<file path="config.mk">
export PLATFORM = sky130hd
export DESIGN_NAME = hamming_uart_rx_flat
export DESIGN_NICKNAME = d
export VERILOG_FILES = /design/src/rtl/hamming_uart_rx_pkg.sv /design/src/rtl/hamming_uart_rx_if.sv /design/src/rtl/hamming_secded_decode.sv /design/src/rtl/hamming_uart_rx.sv /design/src/flat_wrapper.sv
export SDC_FILE = /design/constraint.sdc
export NUM_CORES = 1
export LEC_CHECK = 0
export CAP_MARGIN = 20
export CORE_MARGIN = 2
export CORE_UTILIZATION = 30
export CTS_CLUSTER_SIZE = 25
export DETAILED_ROUTE_END_ITERATION = 10
export GPL_TIMING_DRIVEN = 0
export PLACE_DENSITY = 0.48
export RECOVER_POWER = 50
export REMOVE_ABC_BUFFERS = 1
export SYNTH_ARGS = -nofsm -noshare
export SYNTH_HDL_FRONTEND = slang
export SYNTH_HIERARCHICAL = 1
export SYNTH_SLANG_ARGS = --single-unit
</file>
<file path="constraint.sdc">
create_clock -name clk -period 7.8 [get_ports clk]
set_input_delay 0.78 -clock clk [delete_from_list [all_inputs] [get_ports clk]]
set_output_delay 0.78 -clock clk [all_outputs]
set_load 0.02 [all_outputs]
</file>
<file path="src/rtl/hamming_uart_rx_pkg.sv">
// Shared definitions for the Hamming(8,4) UART link: FSM encodings,
// default rates and codeword bit positions. The transmitter imports it too.
package hamming_uart_rx_pkg;

  localparam int DEF_CLK_SPEED = 100_000_000;
  localparam int DEF_BAUD_RATE = 115_200;

  // Codeword layout {p5,d3,d2,d1,p4,d0,p2,p1}; bit[k] is Hamming position k+1
  localparam int P1 = 0;
  localparam int P2 = 1;
  localparam int D0 = 2;
  localparam int P4 = 3;
  localparam int D1 = 4;
  localparam int D2 = 5;
  localparam int D3 = 6;
  localparam int P5 = 7;

  typedef enum logic [2:0] {
    S_IDLE   = 3'd0,
    S_START  = 3'd1,
    S_DATA   = 3'd2,
    S_STOP   = 3'd3,
    S_DECODE = 3'd4
  } rx_state_t;

  // Even parity over a whole codeword (the p5 check)
  function automatic logic parity8(input logic [7:0] b);
    return ^b;
  endfunction

endpackage

</file>
<file path="src/rtl/hamming_uart_rx_if.sv">
// Receiver-side bundle: serial line in, decoded nibble and status out.
// Handshake: valid is a single-cycle pulse; data_out, raw_byte, syndrome,
// sec, ded and frame_err change only in the cycle valid is high and hold
// their values otherwise. There is no ready: the consumer must take the
// result in the valid cycle. state is a debug view of the receive FSM.
interface hamming_uart_rx_if;
  import hamming_uart_rx_pkg::*;

  logic       rx;
  logic [3:0] data_out;
  logic [7:0] raw_byte;
  logic [2:0] syndrome;
  logic       valid;
  logic       sec;
  logic       ded;
  logic       frame_err;
  rx_state_t  state;

  modport master (
    input  rx,
    output data_out, raw_byte, syndrome, valid, sec, ded, frame_err, state
  );

  modport slave (
    output rx,
    input  data_out, raw_byte, syndrome, valid, sec, ded, frame_err, state
  );
endinterface

</file>
<file path="src/rtl/hamming_secded_decode.sv">
// Combinational Hamming(8,4) SECDED decoder. Corrects any single-bit error,
// flags double errors. Also used by the loopback checker.
module hamming_secded_decode
  import hamming_uart_rx_pkg::*;
(
  input  logic [7:0] code,
  output logic [3:0] nibble,
  output logic [2:0] syndrome,
  output logic       sec,
  output logic       ded
);

  logic       s1;
  logic       s2;
  logic       s4;
  logic       overall;
  logic [7:0] fixed;

  // Syndrome, overall parity and single-bit correction
  always_comb begin
    s1       = code[P1] ^ code[D0] ^ code[D1] ^ code[D3];
    s2       = code[P2] ^ code[D0] ^ code[D2] ^ code[D3];
    s4       = code[P4] ^ code[D1] ^ code[D2] ^ code[D3];
    overall  = parity8(code);
    syndrome = {s4, s2, s1};
    fixed    = code;
    sec      = 1'b0;
    ded      = 1'b0;
    if (overall) begin
      // Odd overall parity: single error. Syndrome 0 means p5 itself flipped.
      sec = 1'b1;
      if (syndrome != 3'd0) begin
        fixed[syndrome - 3'd1] = ~code[syndrome - 3'd1];
      end
    end else if (syndrome != 3'd0) begin
      // Even parity with a nonzero syndrome: two bits wrong, leave data raw
      ded = 1'b1;
    end
    nibble = {fixed[D3], fixed[D2], fixed[D1], fixed[D0]};
  end

endmodule

</file>
<file path="src/rtl/hamming_uart_rx.sv">
// 8N1 UART receiver feeding a Hamming(8,4) SECDED decoder. Holds the rx
// synchronizer, receive FSM, bit counters, shift register and result registers.
module hamming_uart_rx
  import hamming_uart_rx_pkg::*;
#(
  parameter int CLK_SPEED = DEF_CLK_SPEED,
  parameter int BAUD_RATE = DEF_BAUD_RATE
) (
  input logic clk,
  input logic rst,
  hamming_uart_rx_if.master bus
);

  localparam int CLKS_PER_BIT = CLK_SPEED / BAUD_RATE;
  localparam int CTR_W = $clog2(CLKS_PER_BIT + 1);
  localparam logic [CTR_W-1:0] BIT_END  = CTR_W'(CLKS_PER_BIT - 1);
  localparam logic [CTR_W-1:0] HALF_END = CTR_W'(CLKS_PER_BIT / 2 - 1);

  rx_state_t        state;
  logic [CTR_W-1:0] clk_ctr;
  logic [2:0]       bit_idx;
  logic [7:0]       shreg;
  logic             stop_err;

  logic             rx_meta;
  logic             rx_s;
  logic             rx_prev;

  logic [3:0]       dec_nibble;
  logic [2:0]       dec_syndrome;
  logic             dec_sec;
  logic             dec_ded;

  assign bus.state = state;

  // Two-flop synchronizer; the history bit is frozen during DECODE so a
  // start edge arriving in that cycle is still seen once back in IDLE
  always_ff @(posedge clk) begin
    if (rst) begin
      rx_meta <= 1'b1;
      rx_s    <= 1'b1;
      rx_prev <= 1'b1;
    end else begin
      rx_meta <= bus.rx;
      rx_s    <= rx_meta;
      if (state != S_DECODE) begin
        rx_prev <= rx_s;
      end
    end
  end

  hamming_secded_decode u_decode (
    .code     (shreg),
    .nibble   (dec_nibble),
    .syndrome (dec_syndrome),
    .sec      (dec_sec),
    .ded      (dec_ded)
  );

  // Receive FSM with registered results and the one-cycle valid pulse
  always_ff @(posedge clk) begin
    if (rst) begin
      state         <= S_IDLE;
      clk_ctr       <= '0;
      bit_idx       <= '0;
      shreg         <= '0;
      stop_err      <= 1'b0;
      bus.data_out  <= '0;
      bus.raw_byte  <= '0;
      bus.syndrome  <= '0;
      bus.valid     <= 1'b0;
      bus.sec       <= 1'b0;
      bus.ded       <= 1'b0;
      bus.frame_err <= 1'b0;
    end else begin
      bus.valid <= 1'b0;
      case (state)
        S_IDLE: begin
          clk_ctr <= '0;
          bit_idx <= '0;
          if (rx_prev && !rx_s) begin
            state <= S_START;
          end
        end
        S_START: begin
          if (clk_ctr == HALF_END) begin
            clk_ctr <= '0;
            // A line back high at mid start bit was only a glitch
            state   <= rx_s ? S_IDLE : S_DATA;
          end else begin
            clk_ctr <= clk_ctr + CTR_W'(1);
          end
        end
        S_DATA: begin
          if (clk_ctr == BIT_END) begin
            clk_ctr        <= '0;
            shreg[bit_idx] <= rx_s;
            bit_idx        <= bit_idx + 3'd1;
            if (bit_idx == 3'd7) begin
              state <= S_STOP;
            end
          end else begin
            clk_ctr <= clk_ctr + CTR_W'(1);
          end
        end
        S_STOP: begin
          if (clk_ctr == BIT_END) begin
            clk_ctr  <= '0;
            stop_err <= ~rx_s;
            state    <= S_DECODE;
          end else begin
            clk_ctr <= clk_ctr + CTR_W'(1);
          end
        end
        S_DECODE: begin
          bus.data_out  <= dec_nibble;
          bus.raw_byte  <= shreg;
          bus.syndrome  <= dec_syndrome;
          bus.sec       <= dec_sec;
          bus.ded       <= dec_ded;
          bus.frame_err <= stop_err;
          bus.valid     <= 1'b1;
          state         <= S_IDLE;
        end
        default: state <= S_IDLE;
      endcase
    end
  end

endmodule

</file>
<file path="src/flat_wrapper.sv">
// flat-port wrapper written by rule: the top's interface ports become plain ports
module hamming_uart_rx_flat import hamming_uart_rx_pkg::*;
#(
  parameter int CLK_SPEED = DEF_CLK_SPEED,
  parameter int BAUD_RATE = DEF_BAUD_RATE
)
  (clk, rst, bus_rx, bus_data_out, bus_raw_byte, bus_syndrome, bus_valid, bus_sec, bus_ded, bus_frame_err, bus_state);
  hamming_uart_rx_if bus_i ();
  input logic clk;
  input logic rst;
  input wire logic [$bits(bus_i.rx)-1:0] bus_rx;
  output wire logic [$bits(bus_i.data_out)-1:0] bus_data_out;
  output wire logic [$bits(bus_i.raw_byte)-1:0] bus_raw_byte;
  output wire logic [$bits(bus_i.syndrome)-1:0] bus_syndrome;
  output wire logic [$bits(bus_i.valid)-1:0] bus_valid;
  output wire logic [$bits(bus_i.sec)-1:0] bus_sec;
  output wire logic [$bits(bus_i.ded)-1:0] bus_ded;
  output wire logic [$bits(bus_i.frame_err)-1:0] bus_frame_err;
  output wire logic [$bits(bus_i.state)-1:0] bus_state;
  assign bus_i.rx = bus_rx;
  assign bus_data_out = bus_i.data_out;
  assign bus_raw_byte = bus_i.raw_byte;
  assign bus_syndrome = bus_i.syndrome;
  assign bus_valid = bus_i.valid;
  assign bus_sec = bus_i.sec;
  assign bus_ded = bus_i.ded;
  assign bus_frame_err = bus_i.frame_err;
  assign bus_state = bus_i.state;
  hamming_uart_rx #(.CLK_SPEED(CLK_SPEED), .BAUD_RATE(BAUD_RATE)) u_core (.clk(clk), .rst(rst), .bus(bus_i));
endmodule
</file>
Yosys cells after proc, flatten, opt, wreduce, memory -nomap -nowiden

Cells that the tools add are included.

Input bits: 3
Logic and storage cells: 86
Register bits: 47
Output and inout bits: 22

Bitwise operators: 11
$add $sub $neg: 3
Equal/unequal tests: 13
$lt $le $gt $ge: 4
Muxes and demuxes: 26
Reductions and logical operators: 14

Operator list:

| operator              | number |
|---|---|
| $pmux 10 s3           | 1 |
| $mux 10               | 2 |
| $mux 3                | 6 |
| $bwmux 8              | 2 |
| $mux 7                | 2 |
| $pmux 3 s4            | 1 |
| $add 10x1->10 const B | 1 |
| $eq 10x10->1 const B  | 1 |
| $eq 10x9->1 const B   | 1 |
| $ne 2x1->1 const B    | 5 |
| $xor 1x1->1           | 9 |
| $lt 3x4->1 const B    | 2 |
| $reduce_xor 8->1      | 1 |
| $mux 1                | 7 |
| $demux 1 s3           | 2 |
| $eq 3x2->1 const B    | 2 |
| $eq 3x3->1 const B    | 2 |
| $ge 3x1->1 const B    | 2 |
| $pmux 3 s2            | 1 |
| $reduce_and 2->1      | 3 |
| $reduce_bool 3->1     | 2 |
| $reduce_and 5->1      | 1 |
| $add 3x1->3 const B   | 1 |
| $bmux 1 s3            | 1 |
| other kinds (10)      | 13 |

Logic depth before layout (Yosys ltp)

Word-level depth: 11
Gate-level depth with buffers: 12
Gate-level depth less buffers: 11

Modules after synthesis

The synthesis kept the hierarchy.

Modules (own cells, without submodules):

| module                | seq. area each (µm²) | instances | area an instance (µm²) | cells each |
|---|---|---|---|---|
| hamming_uart_rx       | 940.9                | 1         | 2082.0                 | 252 |
| hamming_secded_decode | 0.0                  | 1         | 432.9                  | 66 |

Worst setup path before layout

Ideal clock, no wire load.

Path kind: reg2reg
Start: reg u_core.shreg[2]
End: reg u_core.bus.data_out[2]
Data required time: 7.668 ns
Clock period less this slack: 2.744 ns
Stages on the path, launching flop included: 13
Path buffers: 1
Setup time: 0.132 ns
Arrival: 2.612 ns
Path slack: 5.056 ns
Cell sequence: dfxtp_1 -> buf_2 -> xor2_1 -> nor2_1 -> nand2b_1 -> nor2_1 -> ha_1 -> or2_2 -> or2_1 -> o311a_1 -> o22a_1 -> nand2_1 -> a21oi_1

Cells in the longest elaborated chain, start to end: 11
Elaborated cells on any way between the ends: 20
Classes of those cells: add/sub: 1; order compare: 2; mux: 7; bitwise: 7; reduce/logical: 3

Ends and longest elaborated chain:

| item                                                                  | RTL line                    | RTL |
|---|---|---|
| start: declaration                                                    | hamming_uart_rx.sv:22       | `logic [7:0] shreg;` |
| start signal: indexed assignment                                      | hamming_uart_rx.sv:97       | `shreg[bit_idx] <= rx_s;` |
| $xor 1x1->1 * (3 in a row)                                            | hamming_secded_decode.sv:21 | `s1 = code[P1] ^ code[D0] ^ code[D1] ^ code[D3];` |
| via u_core.u_decode.s1                                                | hamming_secded_decode.sv:13 | `logic s1;` |
| $sub 3x1->3                                                           | hamming_secded_decode.sv:33 | `fixed[syndrome - 3'd1] = ~code[syndrome - 3'd1];` |
| $lt 3x4->1 (implied by the code) / $ge 3x1->1 (equally long branches) | hamming_secded_decode.sv:33 |  |
| $logic_and 1x1->1 (implied by the code)                               | hamming_secded_decode.sv:33 |  |
| $mux 1 (implied by the code)                                          | hamming_secded_decode.sv:33 |  |
| $demux 1 s3                                                           | hamming_secded_decode.sv:33 |  |
| $bwmux 8                                                              | hamming_secded_decode.sv:33 |  |
| $mux 7 *                                                              | hamming_secded_decode.sv:32 | `if (syndrome != 3'd0) begin` |
| $mux 7 *                                                              | hamming_secded_decode.sv:29 | `if (overall) begin` |
| via u_core.dec_nibble[2]                                              | hamming_uart_rx.sv:29       | `logic [3:0] dec_nibble;` |
| end signal: assignment                                                | hamming_uart_rx.sv:116      | `bus.data_out <= dec_nibble;` |
| end: declaration                                                      | hamming_uart_rx_if.sv:21    | `output data_out, raw_byte, syndrome, valid, sec, ded, frame_err, state` |

The timed path passes the listed nets; every way through them passes the cells marked *. The select of a mux whose other input is x is not followed.
A chain may end at the register's enable or synchronous reset.

Worst setup path in the final report

Start: reg u_core.shreg[6]
End: reg u_core.bus.data_out[2]

Cells in the longest elaborated chain, start to end: 9
Elaborated cells on any way between the ends: 17
Classes of those cells: add/sub: 1; order compare: 2; mux: 7; bitwise: 4; reduce/logical: 3

Ends and longest elaborated chain:

| item                                                                  | RTL line                    | RTL |
|---|---|---|
| $xor 1x1->1 *                                                         | hamming_secded_decode.sv:21 |  |
| via u_core.dec_syndrome[0]                                            | hamming_uart_rx.sv:30       | `logic [2:0] dec_syndrome;` |
| $sub 3x1->3                                                           | hamming_secded_decode.sv:33 |  |
| $lt 3x4->1 (implied by the code) / $ge 3x1->1 (equally long branches) | hamming_secded_decode.sv:33 |  |
| $logic_and 1x1->1 (implied by the code)                               | hamming_secded_decode.sv:33 |  |
| $mux 1 (implied by the code)                                          | hamming_secded_decode.sv:33 |  |
| $demux 1 s3                                                           | hamming_secded_decode.sv:33 |  |
| $bwmux 8                                                              | hamming_secded_decode.sv:33 |  |
| $mux 7 *                                                              | hamming_secded_decode.sv:32 |  |
| $mux 7 *                                                              | hamming_secded_decode.sv:29 |  |
| via u_core.dec_nibble[2]                                              | hamming_uart_rx.sv:29       |  |

Marked as above.

==> flow_metrics.tcl <==
set metrics [dict create \
    clockBufferDepth 2 \
    clk_pin_slew_ns 0.09 \
    synthMuxAreaShare_pct 4.48 \
    fmax_ghz 0.320 \
    hp-class "reg2reg" \
    dieArea_um2 9130 \
    final_nets 338 \
    drt_wl_total_mm 5.81 \
    globalRouteOverflowTotal 0 \
    synthXorXnorAreaFrac_pct 4.83 \
    globalplace.congestion 0.766 \
    syn_to_final_growth_pct 14.4 \
    via_count 2212 \
    ys_types 54 \
    path_max_fanout 11 \
    die_h_um 95.6 \
    fin_area_um2 2880 \
    layout_common_cells "nand2_1 (74), dfxtp_1 (47), a21oi_1 (25)" \
    cts_buffers 5 \
    fin_setup_tns_ns 0 \
    grt_max_degree 22 \
    synth-compound-area-share_pct 16.3 \
    dpl.cell_count 427 \
    synth_simple_gate_area_share_pct 29.1 \
    startpoint_type "flop" \
    htreeDepth 2 \
    cp_cell_sequence "xor2_1 > nor2_1 > nand2b_1 > nor2_1 > ha_1 > or2_2 > or2_1 > o311a_1 > o22a_1 > nand2_1 > a21oi_1" \
    insertion_delay_ns 0.30 \
    grt_pass1_vias 2082 \
    core_um2 8180 \
    status "finished, final reports clean" \
    p_per_area_nw_per_um2 140 \
    ant_nets 0 \
    setup_viol 0 \
    nFillCells 881 \
    first_pass_iters 4 \
    antenna_found_initial 0 \
    multi_input_area_um2 1430 \
    drive_gt1_share_pct 5.74 \
    crit_top_cell "nor2_1" \
    synthFlopType "dfxtp_1" \
    avgViaCountPerCell 5.07 \
    io_buffer_count 24 \
    diodes 0 \
    cts_root_buf "clkbuf_8" \
    worst-setup-path-type "reg2reg" \
    worst-r2r-setup-slack_ns 4.67 \
    dp_hpwl_mm 4.00 \
    post-route-min-period_ns 3.13 \
    cts_tree "yes" \
    slew_violations 0 \
    synthTopCellsByArea "dfxtp_1 (37%), nand2_1 (11%), a21oi_1 (5.0%)" \
    avgSynthCellArea_um2 7.91 \
    end_kind "flop" \
    ir_worst_vdd_mv 0.0477 \
    cp.arrival_ns 3.28 \
    fin_crit_sh_pct 40.1 \
    cts_resized 0 \
    async_flop_share_pct 0 \
    ys_warn_count 6 \
    maxCapViolations 0 \
    slew_headroom_pct 38.2 \
    die_w_um 95.6 \
    synth_enable_flop_cells 0 \
    placed_area_um2 2820 \
    cts_hold_buf 0 \
    timing.hold.ws_ns 0.421 \
    hold_violations 0 \
    cts_setup_buffers 0 \
    post_drt_wl_per_cell_um 13.3 \
    synthesis.area_um2 2510 \
    cpMaxStageDelayCell "dfxtp_1" \
    cpPeakStageDelay_ns 0.59 \
    ff_latch_area_um2 941 \
    grt_util_all_layers_pct 13.5 \
    rsz0062_at_grt "false" \
    yosysTopAreaCell "dfxtp_1" \
    synthAdderAreaFrac_pct 2.49 \
    initialDrtViolationCount 94 \
    layout.cells.non_filler 436 \
    rows 33 \
    skew_ns 0.00536 \
    boundaryPins 25 \
    total_leakage_power_nw 0.975 \
    synth_top_family_by_area "simple AND/OR/NAND/NOR gates" \
    clock_sinks 47 \
    synth-seq-area-share_pct 37.4 \
    synth_top_area_share_pct 37.4 \
    synth-seq-cells 47 \
    cp_data_required_time_ns 7.95 \
    layout_commonest_cell "nand2_1" \
    post-route-drc-count 0 \
    worst_pin_slew_ns 0.927 \
    start_util_pct 30.8 \
    syn_inst 318 \
    grt_pass1_wl_mm 9.85 \
]
-- path summary, 6_finish.rpt --
path                   startpoint                      to  cells after the start
setup / recovery  u_core/shreg[6]  u_core/bus.data_out[2]                     11
hold / removal     u_core/rx_meta             u_core/rx_s                      1
setup reg to reg  u_core/shreg[6]  u_core/bus.data_out[2]                     11
hold reg to reg    u_core/rx_meta             u_core/rx_s                      1
-- worst max-delay path, delay by kind of cell (launching register included) --
kind	cells	cell delay, ns
compound gates	3	0.53
xor+xnor	1	0.56
fa+ha+maj	1	0.24
flops	1	0.59
simple gates	6	1.05
-- cell type report --
type | instances | area share (%)
Clock buffer | 5 | 2.39
Multi-Input combinational cell | 240 | 49.7
Tap cell | 105 | 4.57
Inverter | 10 | 1.30
Timing Repair Buffer | 26 | 8.61
Sequential cell | 47 | 32.7
Clock inverter | 3 | 0.696
-- power by group --
part	internal (W)	switching, W	total [W]
logic	0.00000309	0.00000764	0.0000107
registers	0.000241	0.00000100	0.000242
clock network	0.0000626	0.0000882	0.000151
total	0.000306	0.0000969	0.000403
-- routing by layer --
metal	wire (um)	global-route usage [%]
met5	0	0
met4	39	3.21
met3	158	2.45
met1	2790	16.9
met2	2830	23.8
-- cell usage after synthesis (2+ instances only) --
master	count
buf_2	4
inv_1	10
nand2_1	74
dfxtp_1	47
nand3b_1	3
nand2b_1	5
ha_1	5
o2111ai_1	2
mux2_2	2
nand3_1	12
o21ai_0	13
o211ai_1	7
buf_4	4
or3_1	3
o311a_1	5
clkbuf_1	11
nand4b_1	3
buf_1	2
nand4_1	3
nor2_1	16
mux2i_1	9
nor3_1	3
or4_1	2
xnor2_1	9
or2_2	4
a21oi_1	25
xor2_1	3
nor4_1	6
-- cells by family (layout without fill, tap and decap cells) --
group           Yosys count  in the layout
compound gates           64             64
xor+xnor                 13             13
fa+ha+maj                 5              5
buf+inv                  31             44
flops                    47             47
mux                      11             11
simple gates            147            147
-- flip-flops by register name, indices dropped and copies added, names as in the netlist, 3 cells and up --
name	flops
u_core/bus.state	3
u_core/bus.data_out	4
u_core/clk_ctr	10
u_core/shreg	8
u_core/bus.syndrome	3
u_core/bus.raw_byte	8
u_core/bit_idx	3
-- metrics by stage --
stage / utilization, % / worst slack (ns) / power, W
finish: 35.2 / 4.67 / 0.000403
global route: 35.2 / 4.42 / 0.000420
CTS: 35.5 / 4.71 / 0.000413
detailed placement: 34.4 / 4.73 / 0.000260
global placement: 34.1 / 4.28 / 0.000258
floorplan: - / 5.07 / 0.000252
No activity file was read; power rests on OpenSTA's default activity.
